File: src/rtl/key_conditioner_pkg.sv
// Shared state encoding and default 50 MHz timing for the key conditioner.
package key_conditioner_pkg;

  typedef enum logic [2:0] {
    IDLE         = 3'd0,
    PRESS_WAIT   = 3'd1,
    HELD         = 3'd2,
    REPEAT       = 3'd3,
    RELEASE_WAIT = 3'd4
  } kc_state_t;

  localparam int DEF_DATA_W          = 14;
  localparam int DEF_DEBOUNCE_CYCLES = 500_000;
  localparam int DEF_LONG_CYCLES     = 50_000_000;
  localparam int DEF_REPEAT_CYCLES   = 10_000_000;

  // Sizes the shared timing counter to the longest interval it must reach.
  function automatic int max3(input int a, input int b, input int c);
    int m;
    m = (a > b) ? a : b;
    return (m > c) ? m : c;
  endfunction

endpackage

File: src/rtl/key_conditioner_sync2.sv
// Two-flop synchroniser for asynchronous inputs, cleared by the active-low reset.
module sync2 #(
  parameter int W = 1
) (
  input  logic         clk,
  input  logic         reset,
  input  logic [W-1:0] d,
  output logic [W-1:0] q
);

  logic [W-1:0] meta;

  always_ff @(posedge clk or negedge reset) begin
    if (!reset) begin
      meta <= '0;
      q    <= '0;
    end else begin
      meta <= d;
      q    <= meta;
    end
  end

endmodule

File: src/rtl/key_conditioner.sv
// Button/switch conditioner: synchronises inputs, debounces the button and emits
// press, release, long-press and auto-repeat strobes with a captured switch word.
module key_conditioner
  import key_conditioner_pkg::*;
#(
  parameter int DATA_W          = DEF_DATA_W,
  parameter int DEBOUNCE_CYCLES = DEF_DEBOUNCE_CYCLES,
  parameter int LONG_CYCLES     = DEF_LONG_CYCLES,
  parameter int REPEAT_CYCLES   = DEF_REPEAT_CYCLES
) (
  input  logic              clk,
  input  logic              reset,
  input  logic              w_button,
  input  logic [DATA_W-1:0] switch,
  output logic              pressed,
  output logic              press,
  output logic              button_release,
  output logic              long_press,
  output logic              load,
  output logic [DATA_W-1:0] data_out
);

  localparam int MAX_CYC = max3(DEBOUNCE_CYCLES, LONG_CYCLES, REPEAT_CYCLES);
  localparam int CW      = $clog2(MAX_CYC);

  localparam logic [CW-1:0] DEB_LAST    = CW'(DEBOUNCE_CYCLES - 1);
  localparam logic [CW-1:0] LONG_LAST   = CW'(LONG_CYCLES - 1);
  localparam logic [CW-1:0] REPEAT_LAST = CW'(REPEAT_CYCLES - 1);

  logic              btn_n;
  logic              btn_s;
  logic [DATA_W-1:0] sw_s;
  kc_state_t         state;
  logic [CW-1:0]     cnt;

  // Invert before synchronising so btn_s reads 1 while the button is held.
  assign btn_n = ~w_button;

  sync2 #(.W(1)) u_sync_btn (
    .clk   (clk),
    .reset (reset),
    .d     (btn_n),
    .q     (btn_s)
  );

  sync2 #(.W(DATA_W)) u_sync_sw (
    .clk   (clk),
    .reset (reset),
    .d     (switch),
    .q     (sw_s)
  );

  // The button level is tested before any terminal count, so a bounce always wins.
  always_ff @(posedge clk or negedge reset) begin
    if (!reset) begin
      state          <= IDLE;
      cnt            <= '0;
      pressed        <= 1'b0;
      press          <= 1'b0;
      button_release <= 1'b0;
      long_press     <= 1'b0;
      load           <= 1'b0;
      data_out       <= '0;
    end else begin
      press          <= 1'b0;
      button_release <= 1'b0;
      long_press     <= 1'b0;
      load           <= 1'b0;
      case (state)
        IDLE: begin
          if (btn_s) begin
            state <= PRESS_WAIT;
            cnt   <= '0;
          end
        end
        PRESS_WAIT: begin
          if (!btn_s) begin
            state <= IDLE;
            cnt   <= '0;
          end else if (cnt == DEB_LAST) begin
            state    <= HELD;
            cnt      <= '0;
            pressed  <= 1'b1;
            press    <= 1'b1;
            load     <= 1'b1;
            data_out <= sw_s;
          end else begin
            cnt <= cnt + CW'(1);
          end
        end
        HELD: begin
          if (!btn_s) begin
            state <= RELEASE_WAIT;
            cnt   <= '0;
          end else if (cnt == LONG_LAST) begin
            state      <= REPEAT;
            cnt        <= '0;
            long_press <= 1'b1;
          end else begin
            cnt <= cnt + CW'(1);
          end
        end
        REPEAT: begin
          if (!btn_s) begin
            state <= RELEASE_WAIT;
            cnt   <= '0;
          end else if (cnt == REPEAT_LAST) begin
            cnt      <= '0;
            load     <= 1'b1;
            data_out <= sw_s;
          end else begin
            cnt <= cnt + CW'(1);
          end
        end
        RELEASE_WAIT: begin
          if (btn_s) begin
            state <= HELD;
            cnt   <= '0;
          end else if (cnt == DEB_LAST) begin
            state          <= IDLE;
            cnt            <= '0;
            pressed        <= 1'b0;
            button_release <= 1'b1;
          end else begin
            cnt <= cnt + CW'(1);
          end
        end
        default: begin
          state   <= IDLE;
          cnt     <= '0;
          pressed <= 1'b0;
        end
      endcase
    end
  end

endmodule
File: config.mk
export PLATFORM = sky130hd
export DESIGN_NAME = key_conditioner
export DESIGN_NICKNAME = d
export VERILOG_FILES = /design/src/rtl/key_conditioner_pkg.sv /design/src/rtl/key_conditioner_sync2.sv /design/src/rtl/key_conditioner.sv
export SDC_FILE = /design/constraint.sdc
export NUM_CORES = 1
export LEC_CHECK = 0
export CAP_MARGIN = 20
export CORE_ASPECT_RATIO = 0.6
export CORE_UTILIZATION = 56
export CTS_CLUSTER_DIAMETER = 40
export CTS_CLUSTER_SIZE = 24
export DETAILED_ROUTE_END_ITERATION = 6
export HOLD_SLACK_MARGIN = 0.08
export MAX_ROUTING_LAYER = met4
export PLACE_DENSITY = 0.87
export REMOVE_ABC_BUFFERS = 1
export SLEW_MARGIN = 20
export SYNTH_ARGS = -nofsm -noshare
export SYNTH_HDL_FRONTEND = slang
export SYNTH_SLANG_ARGS = --single-unit
File: constraint.sdc
create_clock -name clk -period 2.45 [get_ports clk]
set_input_delay 0.49 -clock clk [delete_from_list [all_inputs] [get_ports clk]]
set_output_delay 0.49 -clock clk [all_outputs]
set_load 0.01 [all_outputs]
==> flow_summary.ini <==
[detailed_routing]
postRouteAntennaNets = 0
detail_route.iter0.violations = 286
vias = 2753
firstDrtPassIters = 5
drt_wl_total_um = 8420
wl_per_cell_um = 19.1
post-route-drc-count = 0
viasPerCell = 6.24

[synthesis]
yosys.area_share.simple_pct = 19.9
syn-mean-instance-area_um2 = 11.5
synth_top_family_by_area = simple AND/OR/NAND/NOR gates
yosysSeqAreaShare_pct = 56.7
synth-seq-cells = 78
synthAdderAreaFrac_pct = 0.363
synth-xor-area-share_pct = 0
synthCells = 300
synth_edf_count = 0
synthMuxAreaShare_pct = 6.61
synth-compound-area-share_pct = 11.8
synth_area_um2 = 3440
ys.flop_type = dfrtp_1
synthArstFlopShare_pct = 100
synth_warnings = 0
synth_cell_types = 48

[run_status]
status = complete, no violations

[critical_path]
cp.arrival_ns = 2.60
cp_max_fo = 20
crit_path_cell_trace = nor4b_2 > buf_4 > nor4bb_1 > buf_4 > a21oi_1 > buf_12 > nor4_4 > buf_4 > o21ai_0
r2r_start = cnt[24]$_DFFE_PN0P_
critPathTopFamily = simple AND/OR/NAND/NOR gates
r2r_slack_ns = 0.06
cp_data_required_time_ns = 2.66
crit_path_max_incr_delay_ns = 0.47
cp_num_buf_inv = 4
slowest_stage = dfrtp_1
worst_setup_path_start_kind = register
cp_common_cell = buf_4
end_kind = register
reg2reg_depth = 9
reg2reg_to = cnt[16]$_DFFE_PN0P_
path_class = reg -> reg

[cts]
clk_path_buf_depth = 2
htreeDepth = 3
clock_latency_ns = 0.35
cts_tree = built
path_clk_slew_ns = 0.08
ctsHoldBuffers = 0
clock-sinks = 78
post_cts_buffers = 0
cts_made_buffers = 9
root_buffer = clkbuf_8

[global_route]
grt_pass1_wl_um = 13400
use_met1_pct = 43.6
antenna_found_initial = 0
top_usage_layer = met1
grt_util_met2_pct = 39.3
gr-usage-all-layers_pct = 29.6
first_global_vias = 2579
grt-ovfl-total = 0
grt_max_degree = 79
use_met3_pct = 9.17

[floorplanning]
rows = 21
initial_core_util_pct = 59.9
design.core.area_um2 = 5750
design.die.area_um2 = 6480
io_pins = 36
die-height_um = 62.8
die_width_um = 103

[sta]
fin_skew_ns = 0.00993
setup_tns_ns = 0
rsz0062_at_grt = yes
slew-limit-headroom_pct = 51.5
hold_violations = 0
worst_pin_slew_ns = 0.721
slew_violations = 0
fmax_mhz = 418
period_share_pct = 97.6
period_minus_slack_ns = 2.39
setup_violations = 0
whs_ns = 0.126

[placement]
io_buffers = 35
gp_congestion = 0.980
hpwl_um = 5730

[final_layout]
final_cell_mix = 77 x dfrtp_1, 34 x clkdlybuf4s50_1, 27 x buf_4
syn2layout_area_growth_pct = 24.2
final_util_pct = 74.4
drive_gt1_share_pct = 21.1
final_net_count = 375
final_common_cell = dfrtp_1
antennaDiodeCount = 0

[flow_run]
maxCapViolations = 0

[power_and_ir_drop]
peakVddDrop_mv = 0.434
power.density_nw_per_um2 = 578
leakage_nw = 1.83

[worst_hold_path]
hp-class = in -> async
## Yosys cell counts (2+ instances only)
cell type / count / area (um^2)
dfrtp_1: 78 / 1950
nand2_1: 21 / 78.8
mux2_2: 14 / 158
nand3_1: 14 / 70.1
o21ai_0: 14 / 70.1
nor2_1: 13 / 48.8
inv_1: 12 / 45.0
nor4_1: 11 / 68.8
nand4_1: 10 / 62.6
and4_1: 8 / 70.1
nor3_1: 8 / 40.0
mux2i_1: 7 / 70.1
o32ai_1: 7 / 61.3
and3_1: 6 / 37.5
buf_2: 6 / 30.0
o31ai_1: 6 / 45.0
clkbuf_1: 5 / 18.8
o22ai_1: 5 / 31.3
a21oi_1: 4 / 20.0
and2_1: 4 / 25.0
buf_6: 4 / 45.0
o311ai_0: 4 / 35.0
buf_4: 3 / 22.5
nor4bb_1: 3 / 30.0
o41ai_1: 3 / 26.3
or2_2: 3 / 18.8
a31oi_1: 2 / 12.5
a41oi_1: 2 / 17.5
nor2b_1: 2 / 12.5
nor4_4: 2 / 42.5
nor4b_1: 2 / 17.5
## per-stage QoR
| stage | power, W | worst slack (ns) | std cells | area [um^2] |
|---|---|---|---|---|
| floorplan | 0.00138 | -0.378 | 282 | 3330 |
| global route | 0.00257 | -0.0432 | 441 | 4280 |
| detailed placement | 0.00147 | 0.0350 | 426 | 4040 |
| CTS | 0.00250 | 0.0498 | 441 | 4260 |
| finish | 0.00247 | 0.0592 | 441 | 4280 |
| global placement | 0.00146 | 0.132 | 426 | 4040 |
## sequential cells by signal, summed over array words and instances, names as in the netlist
signal,flops
button_release,1
pressed,1
press,1
u_sync_sw.meta,14
cnt,26
load,1
long_press,1
u_sync_btn.q,1
state,3
u_sync_btn.meta,1
data_out,14
u_sync_sw.q,14
## power breakdown
group	internal, W	switching, W	total, W	leakage [nW]
combinational	0.0000500	0.0000684	0.000118	0.705
clock	0.000567	0.000463	0.00103	0.109
sequential	0.00131	0.00000957	0.00132	1.02
## cell families after synthesis
| family | after synthesis |
|---|---|
| AND/OR/NAND/NOR | 114 |
| flip-flops | 78 |
| AO/OA/AOI/OAI | 56 |
| buffers and inverters | 30 |
| multiplexers | 21 |
| adder cells (fa/ha/maj) | 1 |
## how the worst max path moves through the flow
stage / from / end / cells past startpoint
after floorplan: cnt[0]$_DFFE_PN0P_ / cnt[19]$_DFFE_PN0P_ / 6
after global placement: cnt[14]$_DFFE_PN0P_ / cnt[14]$_DFFE_PN0P_ / 7
after detailed placement: cnt[21]$_DFFE_PN0P_ / cnt[24]$_DFFE_PN0P_ / 7
after CTS: cnt[14]$_DFFE_PN0P_ / cnt[23]$_DFFE_PN0P_ / 7
after global routing: cnt[14]$_DFFE_PN0P_ / cnt[24]$_DFFE_PN0P_ / 7
final: cnt[24]$_DFFE_PN0P_ / cnt[16]$_DFFE_PN0P_ / 9
## layout make-up
type                       instances  area [um^2]
clock buffer                       9          124
clock inverter                     6         87.6
fill                             383         1480
inverter                          12         45.0
multi-input combinational        192         1370
sequential                        78         1950
tap                               80          100
timing repair buffer              64          603
## layer usage
layer | vias to the layer above | wire length, um
met5 | - | 0
met3 | 21 | 990
met1 | 1336 | 3610
met4 | 0 | 142
li1 | 1241 | -
met2 | 155 | 3670
## worst reg2reg max path, cell delays in order, from the launching register on
cell      delay (ns)
dfrtp_1         0.47
nor4b_2         0.27
buf_4           0.17
nor4bb_1        0.27
buf_4           0.17
a21oi_1         0.09
buf_12          0.19
nor4_4          0.28
buf_4           0.23
o21ai_0         0.12
## timing repair
item / in CTS / in global routing
gates resized for setup: 1 / 5
endpoints found under the setup margin: 1 / 36
pin swaps: 0 / 1
Note: power is estimated with default switching activity, not from simulation.
